<file path="src/rtl/uart_rx_pkg.sv">
// Shared types and helpers for the UART row loader.
// State enums, default sync marker and counter width helper.
package uart_rx_pkg;

  localparam logic [7:0] SYNC_BYTE_DFLT = 8'hA5;

  typedef enum logic [2:0] {
    RX_IDLE,
    RX_START,
    RX_DATA,
`ifdef UART_RX_PARITY_EN
    RX_PARITY,
`endif
    RX_STOP,
    RX_RESYNC
  } rx_state_t;

  typedef enum logic [1:0] {
    FR_HUNT,
    FR_ROW,
    FR_DATA
  } fr_state_t;

  function automatic int clog2w(input int n);
    return (n > 1) ? $clog2(n) : 1;
  endfunction

endpackage

</file>
<file path="src/rtl/uart_rx_core.sv">
// 8N1 UART receiver: 2-flop synchronizer plus bit-centre sampling FSM.
// Ports: clk, reset, uart_data in; rx_dv, rx_byte, rx_err out.
// UART_RX_PARITY_EN adds an even-parity bit between data and stop.
module uart_rx_core
  import uart_rx_pkg::*;
#(
  parameter int CLKS_PER_BIT = 20
) (
  input  logic       clk,
  input  logic       reset,
  input  logic       uart_data,
  output logic       rx_dv,
  output logic [7:0] rx_byte,
  output logic       rx_err
);

  localparam int CW = clog2w(CLKS_PER_BIT);
  localparam logic [CW-1:0] HALF_M1 = CW'(CLKS_PER_BIT / 2 - 1);
  localparam logic [CW-1:0] FULL_M1 = CW'(CLKS_PER_BIT - 1);

  logic            s1, s2;
  rx_state_t       st;
  logic [CW-1:0]   cnt;
  logic [2:0]      bit_idx;
  logic [7:0]      shift;
  logic            stop_ok;

`ifdef UART_RX_PARITY_EN
  logic par_q;
  assign stop_ok = s2 && ((^shift) == par_q);
`else
  assign stop_ok = s2;
`endif

  // Line idles high, so the synchronizer resets to 1.
  always_ff @(posedge clk or posedge reset) begin
    if (reset) begin
      s1 <= 1'b1;
      s2 <= 1'b1;
    end else begin
      s1 <= uart_data;
      s2 <= s1;
    end
  end

  always_ff @(posedge clk or posedge reset) begin
    if (reset) begin
      st      <= RX_IDLE;
      cnt     <= '0;
      bit_idx <= '0;
      shift   <= '0;
      rx_dv   <= 1'b0;
      rx_byte <= '0;
      rx_err  <= 1'b0;
`ifdef UART_RX_PARITY_EN
      par_q   <= 1'b0;
`endif
    end else begin
      rx_dv  <= 1'b0;
      rx_err <= 1'b0;
      unique case (st)
        RX_IDLE: begin
          if (!s2) begin
            st      <= RX_START;
            cnt     <= '0;
            bit_idx <= '0;
          end
        end
        RX_START: begin
          if (cnt == HALF_M1) begin
            cnt <= '0;
            st  <= s2 ? RX_IDLE : RX_DATA;
          end else begin
            cnt <= cnt + 1'b1;
          end
        end
        RX_DATA: begin
          if (cnt == FULL_M1) begin
            cnt     <= '0;
            shift   <= {s2, shift[7:1]};
            bit_idx <= bit_idx + 1'b1;
            if (bit_idx == 3'd7) begin
`ifdef UART_RX_PARITY_EN
              st <= RX_PARITY;
`else
              st <= RX_STOP;
`endif
            end
          end else begin
            cnt <= cnt + 1'b1;
          end
        end
`ifdef UART_RX_PARITY_EN
        RX_PARITY: begin
          if (cnt == FULL_M1) begin
            cnt   <= '0;
            par_q <= s2;
            st    <= RX_STOP;
          end else begin
            cnt <= cnt + 1'b1;
          end
        end
`endif
        RX_STOP: begin
          if (cnt == FULL_M1) begin
            cnt <= '0;
            if (stop_ok) begin
              rx_dv   <= 1'b1;
              rx_byte <= shift;
              st      <= RX_IDLE;
            end else begin
              rx_err <= 1'b1;
              st     <= RX_RESYNC;
            end
          end else begin
            cnt <= cnt + 1'b1;
          end
        end
        RX_RESYNC: begin
          // Need a full bit time of continuous idle before rearming.
          if (!s2) begin
            cnt <= '0;
          end else if (cnt == FULL_M1) begin
            cnt <= '0;
            st  <= RX_IDLE;
          end else begin
            cnt <= cnt + 1'b1;
          end
        end
        default: st <= RX_IDLE;
      endcase
    end
  end

endmodule

</file>
<file path="src/rtl/uart_rx_row_loader.sv">
// UART receiver plus packet framer: SYNC, row index, ROW_BYTES payload.
// Ports: clk, reset, uart_data in; rx_dv/rx_byte/rx_err, fb_we/fb_row/fb_data out.
// Optional macro UART_RX_PARITY_EN enables even parity in the receiver.
module uart_rx_row_loader
  import uart_rx_pkg::*;
#(
  parameter int         CLKS_PER_BIT = 20,
  parameter int         ROWS         = 8,
  parameter int         ROW_BYTES    = 4,
  parameter logic [7:0] SYNC_BYTE    = SYNC_BYTE_DFLT
) (
  input  logic                         clk,
  input  logic                         reset,
  input  logic                         uart_data,
  output logic                         rx_dv,
  output logic [7:0]                   rx_byte,
  output logic                         rx_err,
  output logic                         fb_we,
  output logic [clog2w(ROWS)-1:0]      fb_row,
  output logic [8*ROW_BYTES-1:0]       fb_data
);

  localparam int RW = clog2w(ROWS);
  localparam int BW = clog2w(ROW_BYTES);
  localparam int DW = 8 * ROW_BYTES;

  uart_rx_core #(
    .CLKS_PER_BIT(CLKS_PER_BIT)
  ) u_core (
    .clk      (clk),
    .reset    (reset),
    .uart_data(uart_data),
    .rx_dv    (rx_dv),
    .rx_byte  (rx_byte),
    .rx_err   (rx_err)
  );

  fr_state_t      fst;
  logic [BW-1:0]  lane;
  logic [RW-1:0]  row_q;
  logic [DW-1:0]  pay_q;
  logic [DW-1:0]  pay_nx;

  always_comb begin
    pay_nx = pay_q;
    pay_nx[8*lane +: 8] = rx_byte;
  end

  always_ff @(posedge clk or posedge reset) begin
    if (reset) begin
      fst     <= FR_HUNT;
      lane    <= '0;
      row_q   <= '0;
      pay_q   <= '0;
      fb_we   <= 1'b0;
      fb_row  <= '0;
      fb_data <= '0;
    end else begin
      fb_we <= 1'b0;
      if (rx_err) begin
        fst <= FR_HUNT;
      end else if (rx_dv) begin
        unique case (fst)
          FR_HUNT: begin
            if (rx_byte == SYNC_BYTE) fst <= FR_ROW;
          end
          FR_ROW: begin
            if (32'(rx_byte) < ROWS) begin
              row_q <= rx_byte[RW-1:0];
              lane  <= '0;
              fst   <= FR_DATA;
            end else begin
              fst <= FR_HUNT;
            end
          end
          FR_DATA: begin
            pay_q <= pay_nx;
            lane  <= lane + 1'b1;
            if (lane == BW'(ROW_BYTES - 1)) begin
              fb_we   <= 1'b1;
              fb_row  <= row_q;
              fb_data <= pay_nx;
              fst     <= FR_HUNT;
            end
          end
          default: fst <= FR_HUNT;
        endcase
      end
    end
  end

endmodule

</file>
<file path="config.mk">
export PLATFORM = sky130hd
export DESIGN_NAME = uart_rx_row_loader
export DESIGN_NICKNAME = d
export VERILOG_FILES = /design/src/rtl/uart_rx_pkg.sv /design/src/rtl/uart_rx_core.sv /design/src/rtl/uart_rx_row_loader.sv
export SDC_FILE = /design/constraint.sdc
export NUM_CORES = 1
export LEC_CHECK = 0
export CAP_MARGIN = 20
export CORE_UTILIZATION = 30
export CTS_CLUSTER_DIAMETER = 80
export DETAILED_ROUTE_END_ITERATION = 10
export PLACE_DENSITY = 0.49
export SLEW_MARGIN = 10
export SYNTH_ARGS = -nofsm -noshare
export SYNTH_HDL_FRONTEND = slang
export SYNTH_SLANG_ARGS = --single-unit
</file>
<file path="constraint.sdc">
create_clock -name clk -period 3.25 [get_ports clk]
set_clock_uncertainty 0.2 [all_clocks]
set_input_delay 0.325 -clock clk [delete_from_list [all_inputs] [get_ports clk]]
set_output_delay 0.325 -clock clk [all_outputs]
set_load 0.1 [all_outputs]
</file>
==> results of run 1 <==
[power by group through the flow]
stage          Clock (mW)  Sequential (mW)  Combinational [mW]
6_report             1.08             1.46               0.242
3_5_place_dp            0             1.48               0.248
4_1_cts              1.12             1.45               0.248
2_1_floorplan           0             1.45               0.210
5_1_grt              1.18             1.47               0.275
3_3_place_gp            0             1.48               0.237
[how the worst min path moves through the flow]
stage / slack (ns) / endpoint / cells past startpoint
after floorplan: 0.13 / u_core.s1 / 0
after global placement: 0.15 / u_core.s2 / 0
after detailed placement: 0.15 / u_core.s2 / 0
after CTS: 0.16 / u_core.s1 / 1
after global routing: 0.17 / u_core.s2 / 0
final: 0.16 / u_core.s2 / 0
[through the flow]
step | util (%) | hold slack (ns) | cells | worst slack, ns
final | 36.93 | 0.1607 | 675 | 0.8660
after global routing | 36.93 | 0.1666 | 675 | 0.6878
after CTS | 36.93 | 0.1574 | 675 | 0.8572
after detailed placement | 34.96 | 0.1505 | 659 | 0.8823
after global placement | 34.96 | 0.1483 | 659 | 0.9588
after floorplan | - | 0.1295 | 420 | 0.7767
[worst max-delay path: cells and delay by family (launching register included)]
| kind | cells | cell delay [ns] |
|---|---|---|
| buffers and inverters | 1 | 0.17 |
| AO/OA/AOI/OAI | 1 | 0.20 |
| AND/OR/NAND/NOR | 2 | 0.88 |
| adder cells (fa/ha/maj) | 1 | 0.42 |
| flip-flops | 1 | 0.46 |
[kinds of logic (layout without fill, tap and decap cells)]
| family | Yosys count | count (layout) | synth area share [%] |
|---|---|---|---|
| buffers and inverters | 36 | 80 | 3.630 |
| adder cells (fa/ha/maj) | 10 | 10 | 2.630 |
| flip-flops | 106 | 106 | 55.81 |
| AO/OA/AOI/OAI | 121 | 121 | 16.04 |
| multiplexers | 25 | 25 | 6.470 |
| AND/OR/NAND/NOR | 122 | 122 | 15.41 |
[metal layers]
| layer | routed length, µm | part of all wire, % | GRT usage (%) |
|---|---|---|---|
| met1 | 4877 | 47 | 17.62 |
| met2 | 4914 | 47 | 21.58 |
| met3 | 504 | 4.8 | 4.800 |
| met4 | 114 | 1.1 | 4.152 |
| met5 | 0 | 0 | 0 |
[cells in the mapped netlist (all sizes together) (3+ instances only)]
cell / instances
o21ai: 12
or4: 3
nand4bb: 3
ha: 10
and2: 8
mux2i: 3
a22o: 32
nor2: 37
buf: 16
inv: 8
clkbuf: 12
a21oi: 67
dfrtp: 104
mux2: 22
nor2b: 35
nand2: 18
[state kept, by name, indices dropped and copies added, names as in the netlist]
signal and flops:
fb_data 32, pay_q 32, u_core.rx_byte 8, u_core.shift 8
u_core.cnt 5, fb_row 3, row_q 3, u_core.bit_idx 3
u_core.st 3, fst 2, lane 2, fb_we 1
u_core.rx_dv 1, u_core.rx_err 1, u_core.s1 1, u_core.s2 1
[final cells by class]
| cell class | instances | area, µm² |
|---|---|---|
| Clock buffer | 13 | 280.3 |
| Sequential cell | 106 | 2655 |
| Inverter | 8 | 33.78 |
| Tap cell | 211 | 264.0 |
| Timing Repair Buffer | 56 | 470.5 |
| Multi-Input combinational cell | 278 | 1931 |
| Clock inverter | 3 | 21.27 |
| Fill cell | 1541 | 9659 |
==> impl_metrics.ini, run 1 <==
[timing]
max_freq_ghz = 0.4195
hold_violations = 0
final_max_slew_viol_count = 0
slew_headroom_pct = 35.51
post-route-min-period_ns = 2.384
setup_viol = 0
fin_tns_setup_ns = 0
worst_slew_pin_slew_ns = 0.9644
rsz0062_at_grt = no
fin_crit_sh_pct = 73.35

[pwr]
power_leakage_nw = 2.666
ir_drop_mv = 0.3133
switchingPower_mw = 0.6875
p_int_mw = 2.087
switching_share_pct = 24.78
powerDensity_mw_per_mm2 = 490.6
power.share.combinational_pct = 8.7
power_frac_seq_pct = 52.5
clkPwrFrac_pct = 38.8
power_mw = 2.775

[clock_network]
post_cts_buffers = 0
clock_path_buffers = 2
cts_resized = 0
clkTransAtPathRegs_ns = 0.07
hold_buffers = 0
cts_num_sinks = 106
cts_max_level = 3
insertion_delay_ns = 0.35
cts-root-buf = clkbuf_16
cts_buffers = 9
cts_tree = done

[setup_path]
rr_worst_depth = 5
cp_max_fo = 9
ff2ff_setup_slack_ns = 0.87
cp-end-kind = register
worstPathArrival_ns = 2.48
crit_required_ns = 3.34
crit_chain = inv_1 -> ha_1 -> nor4b_4 -> and2_1 -> a22o_2
startpoint_type = register
startpoint = lane[0]
slowest_stage = nor4b_4
worstSetupEndpoint = pay_q[30]
max_stage_delay_ns = 0.50
r2r_end = pay_q[30]
critPathKind = reg -> reg
reg2reg_from = lane[0]

[finish]
layout_common_cells = 104 x dfrtp_1, 67 x a21oi_1, 44 x buf_4, 37 x nor2_1, 35 x nor2b_1
final_common_cell = dfrtp_1
fin_nets = 472
fin_area_mm2 = 0.005655
diodes = 0
final_layout_size_suffix_gt1_share_pct = 21.77
syn2layout_area_growth_pct = 18.88

[synth]
ys_warn_count = 0
synth-main-ff-cell = dfrtp_1
synth_top_area_cell = dfrtp_1
syn-instance-count = 420
synthesis.area_mm2 = 0.004757
synth_edf_count = 0
synth_cell_types = 43
syn_area_per_cell_um2 = 11.33
synth_top_cell_area_share_pct = 54.71
ys_top_cells_by_area = dfrtp_1 55%, a21oi_1 7.0%, a22o_1 5.2%
ys_ff_latch = 106
synth_nets = 433
yosysSeqAreaShare_pct = 55.81
synthArstFlopShare_pct = 100.0

[floorplan]
pin_count = 49
die_h_um = 127.9
rows = 45
fp.dieW_um = 127.9
dieArea_mm2 = 0.01636
initial_core_util_pct = 31.06
core_mm2 = 0.01531

[drt]
wl_per_cell_um = 15.42
viasPerCell = 4.736
dr.pass1.iters = 4
drc = 0
vias = 3197
drt_iter0_drc = 151
ant_nets = 0
wl_um = 10410

[hold_path]
worstHoldStart = u_core.s1
hold_class = reg -> reg

[grt]
grt_usage_pct = 13.68
overflow = 0
grt_pass1_vias = 3167
grt_max_degree = 52
antenna_found_initial = 0
grt_first_pass_wirelength_um = 17060

[run_status]
status = finished clean

[placed_design]
postPlaceCellArea_mm2 = 0.005354
post-dp-hpwl_um = 7041
port_buffers = 48
routabilityCongestion = 0.7444

[flow_run]
cap_violations = 0
No activity file was read; power rests on OpenSTA's default activity.
==> run 2, diff against run 1 <==
clock period = 2.1 ns   (was 3.25 ns; I/O delays follow)
==> impl_metrics.ini, run 2 (synthesis gave the netlist of run 1 again) <==
[setup_path]
r2r_end = u_core.rx_byte[0]
path_delay_family = simple AND/OR/NAND/NOR gates
max_stage_delay_ns = 0.62
worstPathArrival_ns = 2.07
crit_required_ns = 2.14
cp-end-kind = register
rr_worst_depth = 4
reg2reg_from = u_core.cnt[0]
slowest_stage = or4_4
worstPathBufferInverterCount = 0
crit_chain = ha_2 -> nand4bb_4 -> or4_4 -> mux2_4
critPathKind = reg -> reg
startpoint_type = register
ff2ff_setup_slack_ns = 0.07
cp_max_fo = 9

[floorplan]
fp.dieW_um = 127.9
core_mm2 = 0.01531
die_h_um = 127.9
pin_count = 49
rows = 45
initial_core_util_pct = 31.06
dieArea_mm2 = 0.01636

[clock_network]
cts_buffers = 9
cts_num_sinks = 106
clock_path_buffers = 2
cts_max_level = 3
clkTransAtPathRegs_ns = 0.07
cts-root-buf = clkbuf_16
cts_tree = done
post_cts_buffers = 0
hold_buffers = 0
insertion_delay_ns = 0.36
cts_resized = 1

[drt]
wl_met3_um = 547
drt_iter0_drc = 186
vias = 3283
drt-met1-wl_um = 4987
dr.pass1.iters = 4
drc = 0
wl_um = 10630
top_layer_used = met4
wl_per_cell_um = 15.30
viasPerCell = 4.724
ant_nets = 0
met2_length_um = 4960

[timing]
hold_violations = 0
worst_slew_pin_slew_ns = 0.5770
setup_viol = 0
slew_headroom_pct = 61.53
rsz0062_at_grt = no
finalWorstSetupSlack_ns = 0.06590
fin_crit_sh_pct = 96.86
max_freq_ghz = 0.4916
post-route-min-period_ns = 2.034
final_max_slew_viol_count = 0

[finish]
fin_area_mm2 = 0.005894
final_common_cell = dfrtp_1
fin_nets = 492
reg_top3 = fb_data x32, pay_q x32
syn2layout_area_growth_pct = 23.91
diodes = 0
final_layout_size_suffix_gt1_share_pct = 29.34
layout_common_cells = 97 x dfrtp_1, 67 x a21oi_1, 64 x buf_4, 37 x nor2_1, 35 x nor2b_1
n_fill_cell = 1510
utilization_pct = 38.49

[placed_design]
preCtsSetupSlack_ns = -0.09757
port_buffers = 48
postPlaceCellArea_mm2 = 0.005605
post-dp-hpwl_um = 7074
routabilityCongestion = 0.7422

[grt]
grt_pass1_vias = 3377
grt_max_degree = 107
antenna_found_initial = 0
overflow = 0
grt_usage_pct = 14.16
grt_first_pass_wirelength_um = 17790

[hold_path]
holdPathEnd = u_core.s1
hold_class = in -> reg
hold_depth = 1
worstHoldStart = uart_data

[pwr]
switchingPower_mw = 1.149
power_mw = 4.305
switching_share_pct = 26.69
powerDensity_mw_per_mm2 = 730.4
ir_drop_mv = 0.6113
power.share.combinational_pct = 11.4
power_frac_seq_pct = 51.4
power_leakage_nw = 2.789
p_int_mw = 3.156
clkPwrFrac_pct = 37.3

[run_status]
status = finished clean

[flow_run]
cap_violations = 0
-- run 2: cell count changes in the layout (fill, tap and decap cells not counted), sizes merged --
cell / change
inv: +2
clkdlybuf4s50: -8
clkinv: +2
buf: +28
clkbuf: -4
-- run 2: final cells by class --
| type | count | area, µm² | share of cell area (%) |
|---|---|---|---|
| inverter | 8 | 33.78 | 0.5731 |
| clock buffer | 9 | 225.2 | 3.821 |
| tap | 211 | 264.0 | 4.479 |
| sequential | 106 | 2664 | 45.19 |
| clock inverter | 7 | 52.55 | 0.8915 |
| timing repair buffer | 76 | 700.7 | 11.89 |
| multi-input combinational | 278 | 1954 | 33.16 |
-- run 2: worst max-delay path by stage --
stage	startpoint	to	slack [ns]	cells past startpoint
final	u_core.cnt[0]	u_core.rx_byte[0]	0.07	4
after global placement	u_core.cnt[1]	u_core.rx_byte[7]	0.08	4
after global routing	u_core.cnt[1]	u_core.rx_byte[6]	0.006	4
after floorplan	u_core.rx_byte[6]	row_q[0]	-0.05	4
after detailed placement	u_core.cnt[0]	u_core.cnt[2]	-0.1	5
after CTS	u_core.cnt[0]	u_core.cnt[4]	0.006	6
-- run 2: power by group through the flow --
stage                     sequential (mW)  clock, mW  combinational [mW]
after detailed placement             2.25          0               0.482
after CTS                            2.21       1.68               0.488
after global routing                 2.22       1.75               0.550
final                                2.21       1.60               0.489
after floorplan                      2.24          0               0.324
after global placement               2.24          0               0.459
-- run 2: worst register-to-register path: stages, from the launching register on --
cell	delay, ns
dfrtp_1	0.38
ha_2	0.25
nand4bb_4	0.15
or4_4	0.62
mux2_4	0.33
-- run 2: metrics by stage --
| stage | cells | setup TNS, ns | hold slack, ns |
|---|---|---|---|
| after CTS | 695 | 0 | 0.04113 |
| after floorplan | 420 | -0.1990 | 0.01448 |
| after global placement | 679 | 0 | 0.1514 |
| final | 695 | 0 | 0.05561 |
| after detailed placement | 679 | -0.09757 | 0.1498 |
| after global routing | 695 | 0 | 0.05499 |
-- run 2: routing by layer --
layer  up-vias  track usage, %
met5         -               0
met4         0           4.706
met3        11           3.631
met2        63           22.54
met1      1607           18.75
li1       1602               -
==> run 3, diff against run 2 <==
--- a/config.mk
+++ b/config.mk
@@ -8,6 +8,6 @@
 export CAP_MARGIN = 20
-export CORE_UTILIZATION = 30
+export CORE_UTILIZATION = 35
 export CTS_CLUSTER_DIAMETER = 80
 export DETAILED_ROUTE_END_ITERATION = 10
-export PLACE_DENSITY = 0.49
+export PLACE_DENSITY = 0.56
 export SLEW_MARGIN = 10
==> constraint.sdc (replaced) <==
create_clock -name clk -period 2.1 [get_ports clk]
set_clock_uncertainty 0.2 [all_clocks]
set_input_delay 0.525 -clock clk [delete_from_list [all_inputs] [get_ports clk]]
set_output_delay 0.525 -clock clk [all_outputs]
set_load 0.1 [all_outputs]
==> impl_metrics.ini, run 3 (synthesis gave the netlist of run 1 again) <==
[run_status]
status = finished clean

[timing]
hold_violations = 0
rsz0062_at_grt = yes
holdWs_ns = 0.1613
slew_headroom_pct = 70.44
final_max_slew_viol_count = 0
max_freq_ghz = 0.4887
setup_viol = 0
fin_crit_sh_pct = 97.45
worst_slew_pin_slew_ns = 0.4434
post-route-min-period_ns = 2.046
finalWorstSetupSlack_ns = 0.05365

[clock_network]
cts_max_level = 3
hold_buffers = 0
cts_num_sinks = 106
post_cts_buffers = 0
cts_buffers = 9
cts-root-buf = clkbuf_16
clkTransAtPathRegs_ns = 0.07
insertion_delay_ns = 0.34
clock_path_buffers = 2
cts_tree = done

[placed_design]
preCtsSetupSlack_ns = 0.05700
routabilityCongestion = 0.7746
postPlaceCellArea_mm2 = 0.006052
post-dp-hpwl_um = 7054
port_buffers = 48

[drt]
vias = 3372
wl_per_cell_um = 15.42
drt_iter0_drc = 164
ant_nets = 0
dr.pass1.iters = 4
drc = 0
wl_um = 10210
viasPerCell = 5.094

[grt]
grt_max_degree = 72
grt_pass1_vias = 3280
grt_first_pass_wirelength_um = 17280
overflow = 0
grt_usage_pct = 15.68
antenna_found_initial = 0

[floorplan]
pin_count = 49
dieArea_mm2 = 0.01406
die_h_um = 118.6
core_mm2 = 0.01324
initial_core_util_pct = 35.92
fp.dieW_um = 118.6
rows = 42

[setup_path]
crit_required_ns = 2.12
path_delay_family = simple AND/OR/NAND/NOR gates
max_stage_delay_ns = 0.62
cp_max_fo = 9
slowest_stage = or4_4
critPathKind = reg -> reg
cp-end-kind = register
startpoint_type = register
worstPathBufferInverterCount = 0
worstPathArrival_ns = 2.07
crit_chain = ha_1 -> nand4bb_4 -> or4_4 -> mux2_4

[hold_path]
hold_class = reg -> reg

[flow_run]
cap_violations = 0

[finish]
n_fill_cell = 1249
fin_nets = 494
final_layout_size_suffix_gt1_share_pct = 28.40
fin_area_mm2 = 0.006369
layout_common_cells = 97 x dfrtp_1, 67 x a21oi_1, 48 x buf_12, 37 x nor2_1, 35 x nor2b_1
reg_top3 = fb_data x32, pay_q x32
final_common_cell = dfrtp_1
syn2layout_area_growth_pct = 33.88
diodes = 0

[pwr]
power_leakage_nw = 2.916
ir_drop_mv = 0.4666
powerDensity_mw_per_mm2 = 706.2
-- run 3: cell count changes in the layout (fill, tap and decap cells not counted), sizes merged --
cell	change
buf	+2
inv	-2
clkinv	-4
clkbuf	+5
bufinv	+2
clkinvlp	-1
-- run 3: layer usage --
metal	up-vias	part of all wire [%]	GRT usage, %
li1	1607	-	-
met1	1684	47	21.78
met2	69	47	24.31
met3	12	4.1	3.475
met4	0	1.3	4.905
met5	-	0	0
-- run 3: worst paths after layout --
check	from	end	slack, ns	cells past startpoint
hold / removal	u_core.s1	u_core.s2	0.16	0
min in group asynchronous	reset	fb_data[26]	0.44	3
hold reg to reg	u_core.s1	u_core.s2	0.16	0
setup reg to reg	u_core.cnt[1]	u_core.rx_byte[4]	0.05	4
max in group asynchronous	reset	fb_data[14]	0.87	3
setup / recovery	u_core.cnt[1]	u_core.rx_byte[4]	0.05	4
-- run 3: power by group --
part           leakage [nW]  internal, mW  switching [mW]
Combinational          1.32         0.244           0.279
Sequential             1.44          2.12          0.0746
Clock                 0.151          1.08           0.697
-- run 3: final cells by class --
cell class / instances / area, µm² / share of cell area [%]
multi-input combinational: 278 / 1946 / 30.55
timing repair buffer: 78 / 1191 / 18.70
sequential: 106 / 2664 / 41.83
tap: 176 / 220.2 / 3.458
clock buffer: 14 / 254.0 / 3.988
clock inverter: 2 / 60.06 / 0.9430
inverter: 8 / 33.78 / 0.5305
-- run 3: what timing repair did --
action	4_1_cts	5_1_grt
setup endpoints to repair	0	12
hold endpoints to repair	0	0
gates resized for setup	0	2
-- run 3: through the flow --
stage,power (mW),setup TNS (ns),utilization (%),std cells
global placement,2.735,0,45.70,646
finish,4.498,0,48.09,662
CTS,4.549,0,48.07,662
floorplan,2.568,-0.2530,-,420
detailed placement,2.760,0,45.70,646
global route,4.694,-0.00009859,48.09,662
